**src/rtl/full_alu_pkg.sv**
```systemverilog
// Shared constants and control decode for the 32-bit MIPS-style ALU.
package full_alu_pkg;

    localparam int ALU_WIDTH = 32;

    // Named ALUCtrl codes used by the processor datapath
    localparam logic [3:0] ALU_AND  = 4'd0;
    localparam logic [3:0] ALU_OR   = 4'd1;
    localparam logic [3:0] ALU_ADD  = 4'd2;
    localparam logic [3:0] ALU_SUB  = 4'd6;
    localparam logic [3:0] ALU_SLT  = 4'd7;
    localparam logic [3:0] ALU_NOR  = 4'd12;
    localparam logic [3:0] ALU_NAND = 4'd13;

    // Per-slice output select (ALUCtrl[1:0])
    typedef enum logic [1:0] {
        OP_AND = 2'b00,
        OP_OR  = 2'b01,
        OP_ADD = 2'b10,
        OP_SLT = 2'b11
    } alu_op_e;

    typedef struct packed {
        logic    ainvert;
        logic    bnegate;
        alu_op_e op;
    } alu_ctrl_t;

    // Split the 4-bit control word into its independent fields
    function automatic alu_ctrl_t decode_ctrl(input logic [3:0] ctrl);
        alu_ctrl_t d;
        d.ainvert = ctrl[3];
        d.bnegate = ctrl[2];
        d.op      = alu_op_e'(ctrl[1:0]);
        return d;
    endfunction

endpackage

```
**src/rtl/full_alu_bit_slice.sv**
```systemverilog
// One bit of the ALU: optional operand inversion, AND/OR, full adder and
// SLT pass-through. Chained by the top level into a ripple-carry datapath.
module alu_bit_slice
    import full_alu_pkg::*;
(
    input  logic    a,
    input  logic    b,
    input  logic    Ainvert,
    input  logic    Bnegate,
    input  logic    carry_in,
    input  logic    less,
    input  alu_op_e op,
    output logic    result,
    output logic    carry_out,
    output logic    set,
    output logic    overflow
);

    logic w_a;
    logic w_b;
    logic w_sum;

    assign w_a       = a ^ Ainvert;
    assign w_b       = b ^ Bnegate;
    assign w_sum     = w_a ^ w_b ^ carry_in;
    assign carry_out = (w_a & w_b) | (carry_in & (w_a ^ w_b));
    assign set       = w_sum;
    // Only meaningful on the MSB slice: carry into it XOR carry out of it
    assign overflow  = carry_in ^ carry_out;

    // Select the slice output for the requested operation
    always_comb begin
        result = 1'b0;
        case (op)
            OP_AND:  result = w_a & w_b;
            OP_OR:   result = w_a | w_b;
            OP_ADD:  result = w_sum;
            OP_SLT:  result = less;
            default: result = 1'b0;
        endcase
    end

endmodule

```
**src/rtl/full_alu.sv**
```systemverilog
// 32-bit ripple-carry ALU with registered Result, Overflow and Zero.
// One operation accepted per cycle, results visible after the next edge.
module full_alu
    import full_alu_pkg::*;
#(
    parameter int WIDTH = ALU_WIDTH
) (
    input  logic             clk,
    input  logic             rst,
    input  logic [WIDTH-1:0] a,
    input  logic [WIDTH-1:0] b,
    input  logic [3:0]       ALUCtrl,
    output logic [WIDTH-1:0] Result,
    output logic             Overflow,
    output logic             Zero
);

    alu_ctrl_t        w_ctrl;
    logic [WIDTH:0]   w_carry;
    logic [WIDTH-1:0] w_less;
    logic [WIDTH-1:0] w_result;
    logic [WIDTH-1:0] w_set;
    logic [WIDTH-1:0] w_ovf;
    logic             w_overflow;
    logic             w_zero;
    logic             w_unused_bits;

    logic [WIDTH-1:0] r_result;
    logic             r_overflow;
    logic             r_zero;

    assign w_ctrl     = decode_ctrl(ALUCtrl);
    // Subtraction is a + ~b + 1, so Bnegate doubles as the carry-in
    assign w_carry[0] = w_ctrl.bnegate;
    // SLT: sign of the difference corrected by overflow, fed into bit 0 only
    assign w_less     = {{(WIDTH-1){1'b0}}, w_set[WIDTH-1] ^ w_ovf[WIDTH-1]};

    for (genvar i = 0; i < WIDTH; i++) begin : g_slice
        alu_bit_slice u_slice (
            .a         (a[i]),
            .b         (b[i]),
            .Ainvert   (w_ctrl.ainvert),
            .Bnegate   (w_ctrl.bnegate),
            .carry_in  (w_carry[i]),
            .less      (w_less[i]),
            .op        (w_ctrl.op),
            .result    (w_result[i]),
            .carry_out (w_carry[i+1]),
            .set       (w_set[i]),
            .overflow  (w_ovf[i])
        );
    end

    // Lower-slice set/overflow bits and the final carry-out are not used
    assign w_unused_bits = ^{w_set[WIDTH-2:0], w_ovf[WIDTH-2:0], w_carry[WIDTH]};

    // Overflow is only reported for the arithmetic operations
    always_comb begin
        w_overflow = 1'b0;
        case (w_ctrl.op)
            OP_ADD:  w_overflow = w_ovf[WIDTH-1];
            OP_SLT:  w_overflow = w_ovf[WIDTH-1];
            OP_AND:  w_overflow = 1'b0;
            OP_OR:   w_overflow = 1'b0;
            default: w_overflow = 1'b0;
        endcase
    end

    assign w_zero = (w_result == {WIDTH{1'b0}});

    // Output registers; Zero is captured alongside Result so they never disagree
    always_ff @(posedge clk or posedge rst) begin
        if (rst) begin
            r_result   <= {WIDTH{1'b0}};
            r_overflow <= 1'b0;
            r_zero     <= 1'b1;
        end else begin
            r_result   <= w_result;
            r_overflow <= w_overflow;
            r_zero     <= w_zero;
        end
    end

    assign Result   = r_result;
    assign Overflow = r_overflow;
    assign Zero     = r_zero;

endmodule

```
**config.mk**
```make
export PLATFORM = sky130hd
export DESIGN_NAME = full_alu
export DESIGN_NICKNAME = d
export VERILOG_FILES = /design/src/rtl/full_alu_pkg.sv /design/src/rtl/full_alu_bit_slice.sv /design/src/rtl/full_alu.sv
export SDC_FILE = /design/constraint.sdc
export NUM_CORES = 1
export LEC_CHECK = 0
export CORE_MARGIN = 3
export CORE_UTILIZATION = 51
export DETAILED_ROUTE_END_ITERATION = 7
export HOLD_SLACK_MARGIN = 0.03
export PLACE_DENSITY_LB_ADDON = 0.3
export SYNTH_ARGS = -nofsm -noshare
export SYNTH_HDL_FRONTEND = slang
export SYNTH_SLANG_ARGS = --single-unit
```
**constraint.sdc**
```tcl
create_clock -name clk -period 1.1 [get_ports clk]
set_clock_uncertainty 0.1 [all_clocks]
set_input_delay 0.11 -clock clk [delete_from_list [all_inputs] [get_ports clk]]
set_output_delay 0.11 -clock clk [all_outputs]
set_load 0.02 [all_outputs]
```
==> results of run 1 <==
cell type report:
class | count | area (µm²) | share of cell area
multi-input cells | 272 | 3119 | 0.4867
repair buffers | 236 | 1897 | 0.2960
flip-flops and latches | 34 | 852.1 | 0.1330
inverters | 82 | 307.8 | 0.04803
well taps | 99 | 123.9 | 0.01933
clock buffers | 5 | 68.82 | 0.01074
clock inverters | 3 | 40.04 | 0.006248
cells by family after synthesis:
logic type,Yosys count
adder cells (fa/ha/maj),96
multiplexers,16
buffers and inverters,104
AO/OA/AOI/OAI,49
AND/OR/NAND/NOR,45
flip-flops,34
XOR/XNOR,66
how the worst max path moves through the flow:
stage	endpoint	slack [ns]	depth (start not counted)
after detailed placement	Zero	-11.37	43
after global routing	Zero	-11.21	41
final	Zero	-11.03	44
after CTS	Zero	-11.00	42
after global placement	Zero	-10.93	43
after floorplan	Zero	-10.36	43
layout by cell type (no fill, tap or decap), types with 2 or more instances in the layout:
cell and count:
buf_4 128, inv_1 68, ha_1 63, xor2_1 59, clkdlybuf4s50_1 59, buf_2 36, dfrtp_1 33, fa_2 31
nor2b_1 24, o21ai_0 15, o31a_1 15, inv_2 14, o22ai_2 13, mux2i_1 8, mux2i_2 7, nor2b_2 7
clkbuf_8 5, buf_6 5, or4_1 4, nor4_1 3, buf_12 3, xnor2_1 2, xnor2_2 2, o22ai_1 2
clkinv_2 2
per-layer routing:
metal	wire [µm]	track usage
met1	5345	0.3302
met2	7979	0.5883
met3	1373	0.07340
met4	1029	0.1623
met5	0	0
sequential cells by signal, indices dropped and copies added, names as in the netlist:
name / cells
Result: 32
Overflow: 1
Zero: 1
through the flow:
stage	setup TNS [ns]	area, µm²	hold WS (ns)	total power, mW	instances
floorplan	-188.87	4273	0.1509	3.478	410
global placement	-209.29	6180	0.3639	5.113	713
detailed placement	-215.80	6180	0.3977	5.394	713
CTS	-197.09	6294	0.08460	6.648	727
global route	-204.16	6409	0.08879	7.517	731
finish	-200.22	6409	0.06194	7.187	731
repair_timing:
item / 4_1_cts / 5_1_grt
setup buffers: 6 / 10
endpoints found under the hold margin: 0 / 0
pin swaps: 26 / 15
hold buffers: 0 / 0
endpoints found under the setup margin: 68 / 37
resized for setup: 181 / 36
tightest hold or removal path, cell delays in order:
cell and delay, ns:
clkdlybuf4s50_1 0.39, inv_1 0.08, buf_4 0.29
power breakdown:
group | internal [mW] | total, mW | switching, mW
Combinational | 2.08 | 4.38 | 2.30
Clock | 0.669 | 1.26 | 0.590
Sequential | 1.46 | 1.55 | 0.0940
==> results_dict.tcl, run 1 <==
set metrics [dict create \
    outcome "finished, violations left" \
    violations "negative setup slack" \
    synth_compound_area_frac 0.07999 \
    startpoint_type "input port" \
    max-slew-margin-rel 0.6775 \
    antenna_found_initial 0 \
    pre_cts_slack_ns -11.37 \
    yosys.cell_count.top_type "inv_1" \
    yosys_warnings 0 \
    max_stage_delay_ns 0.54 \
    leakage_nw 3.276 \
    wl_mm 15.73 \
    synthXorXnorAreaFrac 0.1416 \
    gp_congestion 0.8853 \
    cpMostUsedCell "fa_2" \
    fill_cells 371 \
    syn_area_mm2 0.004083 \
    io_pins 104 \
    synth_top_family_by_area "adder cells" \
    first_global_vias 4280 \
    cts_max_path_buffers 2 \
    yosys-top-cells-count "82 x inv_1, 64 x ha_1, 61 x xor2_1, 33 x dfrtp_1, 32 x fa_1" \
    tritoncts "yes" \
    drc 0 \
    overflow 0 \
    clock-root-buffer "clkbuf_8" \
    report.final.slew_viol_count 0 \
    ir_drop_mv 0.6710 \
    path_buf_inv 8 \
    nets 797 \
    ys_async_sr_fraction 1.000 \
    wl_per_cell_um 21.51 \
    critical_path.max_fanout 3 \
    ys_ff_latch 34 \
    synth_flop_cell "dfrtp_1" \
    syn_avg_cell_area_um2 9.958 \
    syn_to_final_growth_pct 56.97 \
    post_route_cells_drive_above_1_share 0.4256 \
    hold_viol 0 \
    diodes 0 \
    numCtsBuffers 5 \
    clk_pin_slew_ns 0.10 \
    grt_max_degree 21 \
    cts_max_level 2 \
    via_count 4023 \
    dieHeight_um 95.47 \
    startpoint "ALUCtrl[3]" \
    ys_seq_area_frac 0.2087 \
    hpwl_mm 9.897 \
    vias_per_cell 5.503 \
    port_buffers 103 \
    period_needed_ns 12.13 \
    drv_cap 0 \
    setup_slack_ns -11.03 \
    end_kind "flop" \
    ys_types 29 \
    setup_viol 39 \
    ys_top_cells_by_area "dfrtp_1 20%, ha_1 20%, fa_1 16%" \
    firstDrtPassIters 5 \
    synth-edff-count 0 \
    cp.arrival_ns 12.29 \
    critical_path.slowest_cell "or4_4" \
    synth_simple_gate_area_share 0.07233 \
    synth_adder_area_share 0.3530 \
    ant_nets 0 \
    path_class "in -> reg" \
    grt_usage 0.3169 \
    hp-class "in -> async" \
    grt_pass1_wl_mm 21.57 \
    clock-sinks 34 \
    yosys.area.top_type_share 0.2023 \
    die_w_um 95.47 \
    start_util 0.5426 \
    post_synth_mux_area_share 0.04229 \
    core-area_mm2 0.007525 \
    die_area_mm2 0.009115 \
    timing.fmax_ghz 0.08247 \
    crit_required_ns 1.27 \
    syn_inst 410 \
    utilization 0.8517 \
    power-per-cell-area_mw_per_mm2 1121 \
    drt_iter0_drc 418 \
    post-route-period-util 11.02 \
    num_rows 31 \
    critical_path.top_delay_family "adder cells" \
    synth.largest_area_cell "dfrtp_1" \
    grt_setup_unrepaired "yes" \
    worst_pin_slew_ns 0.4822 \
    synth_nets 576 \
]
(Power assumes the default switching activity.)
==> run 2: changes to the inputs <==
Settings changed: CELL_PAD_IN_SITES_DETAIL_PLACEMENT from default to 0, CELL_PAD_IN_SITES_GLOBAL_PLACEMENT from default to 1, CORE_UTILIZATION 51 to 38.
==> results_dict.tcl, run 2 (synthesized netlist as in run 1, its figures left out) <==
set metrics [dict create \
    post-route-period-util 10.59 \
    vias_per_cell 4.440 \
    cts_max_path_buffers 2 \
    switchingPower_mw 2.431 \
    outcome "finished, violations left" \
    clock-sinks 34 \
    drc 0 \
    grt_pass1_wl_mm 16.68 \
    syn_to_final_growth_pct 55.87 \
    firstDrtPassIters 4 \
    num_rows 37 \
    layout.area.seq_um2 852.1 \
    hpwl_mm 8.849 \
    crit_required_ns 1.23 \
    die_area_mm2 0.01202 \
    max_stage_delay_ns 0.53 \
    fill_cells 885 \
    grt_max_degree 35 \
    multi_input_area_mm2 0.003065 \
    layout_commonest_cell "buf_4" \
    final_cell_mix "122 x buf_4, 67 x inv_1, 64 x ha_1, 59 x xor2_1, 59 x clkdlybuf4s50_1" \
    nets 793 \
    seq_power_share 0.243 \
    die_w_um 109.7 \
    p_total_mw 6.312 \
    dieHeight_um 109.7 \
    power-per-cell-area_mw_per_mm2 991.9 \
    critical_path.slowest_cell "or4_4" \
    place_inst 752 \
    worst_pin_slew_ns 0.3974 \
    antenna_found_initial 0 \
    setup_viol 35 \
    grt_usage 0.1785 \
    hold_viol 0 \
    startpoint_type "input port" \
    leakage_nw 3.237 \
    clock-root-buffer "clkbuf_8" \
    io_pins 104 \
    critical_path.max_fanout 3 \
    overflow 0 \
    drt_iter0_drc 61 \
    max-slew-margin-rel 0.7342 \
    port_buffers 103 \
    post_route_cells_drive_above_1_share 0.4013 \
    diodes 0 \
    wl_per_cell_um 13.73 \
    numCtsBuffers 5 \
    layout.cells.non_filler 764 \
    period_needed_ns 11.65 \
    cp.arrival_ns 11.78 \
    first_global_vias 3564 \
    timing.fmax_ghz 0.08583 \
    hp-class "in -> async" \
    switching_share 0.3852 \
    hold_buffers 0 \
    violations "negative setup slack" \
    core-area_mm2 0.01037 \
    cpMostUsedCell "fa_2" \
    cts_max_level 2 \
    via_count 3392 \
    pre_cts_slack_ns -11.17 \
    ir_drop_mv 0.5390 \
    largest_reg_flops 32 \
    p_int_mw 3.880 \
    ant_nets 0 \
    tritoncts "yes" \
    grt_setup_unrepaired "yes" \
    gp_congestion 0.8268 \
    pwr-share-clk 0.158 \
    report.final.slew_viol_count 0 \
    clk_pin_slew_ns 0.08 \
    path_class "in -> reg" \
    wl_mm 10.49 \
    drv_cap 0 \
    end_kind "flop" \
    start_util 0.3937 \
    setup_slack_ns -10.55 \
    pwr-share-comb 0.599 \
]
==> run 2: repair_timing <==
action                                  CTS  global route
cloned                                    0             0
buffers inserted                         12             2
resized for setup                       185            21
pin swaps                                24            10
endpoints found under the setup margin   68            38
==> run 2: final cells by class <==
| cell class | count | area share |
|---|---|---|
| multi-input cells | 272 | 0.4817 |
| repair buffers | 232 | 0.2939 |
| flip-flops and latches | 34 | 0.1339 |
| inverters | 82 | 0.04876 |
| well taps | 136 | 0.02674 |
| clock buffers | 6 | 0.01298 |
| clock inverters | 2 | 0.001966 |
==> run 2: metal layers <==
layer  global-route usage  wire length, µm  share of wire  vias to the layer above
met2               0.3405             5623           0.54                       70
li1                     -                -              -                     1684
met4              0.02850               50         0.0048                        0
met5                    0                0              0                        -
met1               0.2075             4252           0.41                     1633
met3              0.03641              564          0.054                        5
==> run 2: power by group through the flow <==
stage	registers (mW)	logic, mW	clock network (mW)
floorplan	1.81	1.67	0
global placement	1.56	3.62	0
detailed placement	1.57	3.75	0
CTS	1.54	3.70	1.01
global route	1.55	4.20	1.07
finish	1.53	3.78	1.00
==> run 2: per-stage QoR <==
step	cell area (µm²)	hold WS [ns]	utilization	TNS, ns
final	6364	0.06956	0.6137	-187.82
after CTS	6317	0.07666	0.6092	-190.78
after detailed placement	6241	0.3915	0.6018	-213.21
after global placement	6241	0.3895	0.6018	-210.78
after floorplan	4273	0.1509	-	-188.87
after global routing	6364	0.08305	0.6137	-192.92
==> run 2: worst max path at each step <==
stage                    start  endpoint
floorplan           ALUCtrl[2]      Zero
finish              ALUCtrl[3]      Zero
CTS                 ALUCtrl[3]      Zero
global placement          a[0]      Zero
global route        ALUCtrl[3]      Zero
detailed placement        a[0]      Zero
==> run 2: critical path: cells and delay by family <==
kind	cells	cell delay (ns)
xor gates and xnor gates	1	0.12
adders and majority gates	30	9.74
and+or+nand+nor	4	0.99
AOI/OAI and AO/OA	1	0.29
buffers and inverters	8	0.53
==> run 3: changes to the inputs <==
Settings changed: GPL_ROUTABILITY_DRIVEN from default to 0, TNS_END_PERCENT from default to 20.
==> results_dict.tcl, run 3 (synthesized netlist as in run 1, its figures left out) <==
set metrics [dict create \
    outcome "finished, violations left" \
    violations "negative setup slack" \
    num_rows 37 \
    vias_per_cell 4.485 \
    cpMostUsedCell "fa_2" \
    utilization 0.6087 \
    path_buf_inv 6 \
    critical_path.top_delay_family "adder cells" \
    largest_reg_flops 32 \
    critical_path.slowest_cell "or4_4" \
    setup_viol 35 \
    layout.cells.non_filler 754 \
    max-slew-margin-rel 0.6982 \
    tritoncts "yes" \
    place_inst 740 \
    numCtsBuffers 5 \
    wl_mm 10.69 \
    ant_nets 0 \
    startpoint_type "input port" \
    ir_drop_mv 0.4868 \
    post-route-period-util 10.63 \
    clk_pin_slew_ns 0.08 \
    end_kind "flop" \
    crit_required_ns 1.23 \
    power-per-cell-area_mw_per_mm2 989.8 \
    wl_per_cell_um 14.18 \
    antenna_found_initial 0 \
    grt_pass1_wl_mm 17.34 \
    cp.arrival_ns 11.83 \
    io_pins 104 \
    pre_cts_slack_ns -11.13 \
    grt_usage 0.1853 \
    period_needed_ns 11.69 \
    hold_viol 0 \
    post_route_cells_drive_above_1_share 0.3835 \
    firstDrtPassIters 4 \
    leakage_nw 3.203 \
    core-area_mm2 0.01037 \
    cts_max_level 2 \
    timing.fmax_ghz 0.08551 \
    drv_cap 0 \
    die_w_um 109.7 \
    via_count 3382 \
    grt_max_degree 35 \
    cts_max_path_buffers 2 \
    drc 0 \
    die_area_mm2 0.01202 \
    path_class "in -> reg" \
    first_global_vias 3651 \
    nets 783 \
    start_util 0.3937 \
    final_cell_mix "112 x buf_4, 72 x inv_1, 64 x ha_1, 59 x clkdlybuf4s50_1, 58 x xor2_1" \
    dieHeight_um 109.7 \
    grt_setup_unrepaired "yes" \
    hp-class "in -> async" \
    max_stage_delay_ns 0.53 \
    syn_to_final_growth_pct 54.61 \
    port_buffers 103 \
    clock-sinks 34 \
    p_total_mw 6.248 \
    setup_slack_ns -10.59 \
    drt_iter0_drc 94 \
    clock-root-buffer "clkbuf_8" \
    report.final.slew_viol_count 0 \
    overflow 0 \
    critical_path.max_fanout 4 \
    worst_pin_slew_ns 0.4528 \
    hold_buffers 0 \
    fill_cells 906 \
    hpwl_mm 8.777 \
    diodes 0 \
    layout_commonest_cell "buf_4" \
]
run 3: layout make-up:
| type | count | area, µm² | area share |
|---|---|---|---|
| clock buffers | 6 | 82.58 | 0.01308 |
| clock inverters | 2 | 12.51 | 0.001982 |
| well taps | 136 | 170.2 | 0.02696 |
| flip-flops and latches | 34 | 852.1 | 0.1350 |
| repair buffers | 222 | 1819 | 0.2882 |
| multi-input cells | 272 | 3065 | 0.4856 |
| inverters | 82 | 310.3 | 0.04916 |
run 3: routing by layer:
layer | track usage | share of wire
met1 | 0.2264 | 0.41
met2 | 0.3378 | 0.53
met4 | 0.05432 | 0.022
met5 | 0 | 0
met3 | 0.02525 | 0.044
run 3: repair_timing:
item | CTS | global route
resized for setup | 193 | 11
pin swaps | 37 | 5
buffers inserted | 13 | 2
setup endpoints to repair | 68 | 36
run 3: through the flow:
step / hold slack (ns) / instance area [µm²] / TNS, ns
2_1_floorplan: 0.1509 / 4254 / -189.27
3_3_place_gp: 0.3930 / 6161 / -210.58
3_5_place_dp: 0.3905 / 6161 / -212.21
4_1_cts: 0.07103 / 6270 / -188.77
5_1_grt: 0.1071 / 6312 / -194.52
6_report: 0.06984 / 6312 / -188.62
run 3: worst paths after layout:
kind | startpoint | endpoint | slack (ns) | cells after the start
setup / recovery | ALUCtrl[3] | Zero | -10.59 | 43
hold / removal | rst | Result[2] | 0.07 | 3
max in group asynchronous | rst | Zero | 0.58 | 3
min in group clk | ALUCtrl[1] | Result[15] | 0.18 | 3
run 3: power by group:
| part | total (mW) | switching (mW) | internal (mW) | leakage [nW] |
|---|---|---|---|---|
| clock network | 1.00 | 0.496 | 0.504 | 0.0472 |
| logic | 3.72 | 1.85 | 1.87 | 2.74 |
| registers | 1.53 | 0.0722 | 1.46 | 0.411 |
| total | 6.25 | 2.42 | 3.83 | 3.20 |
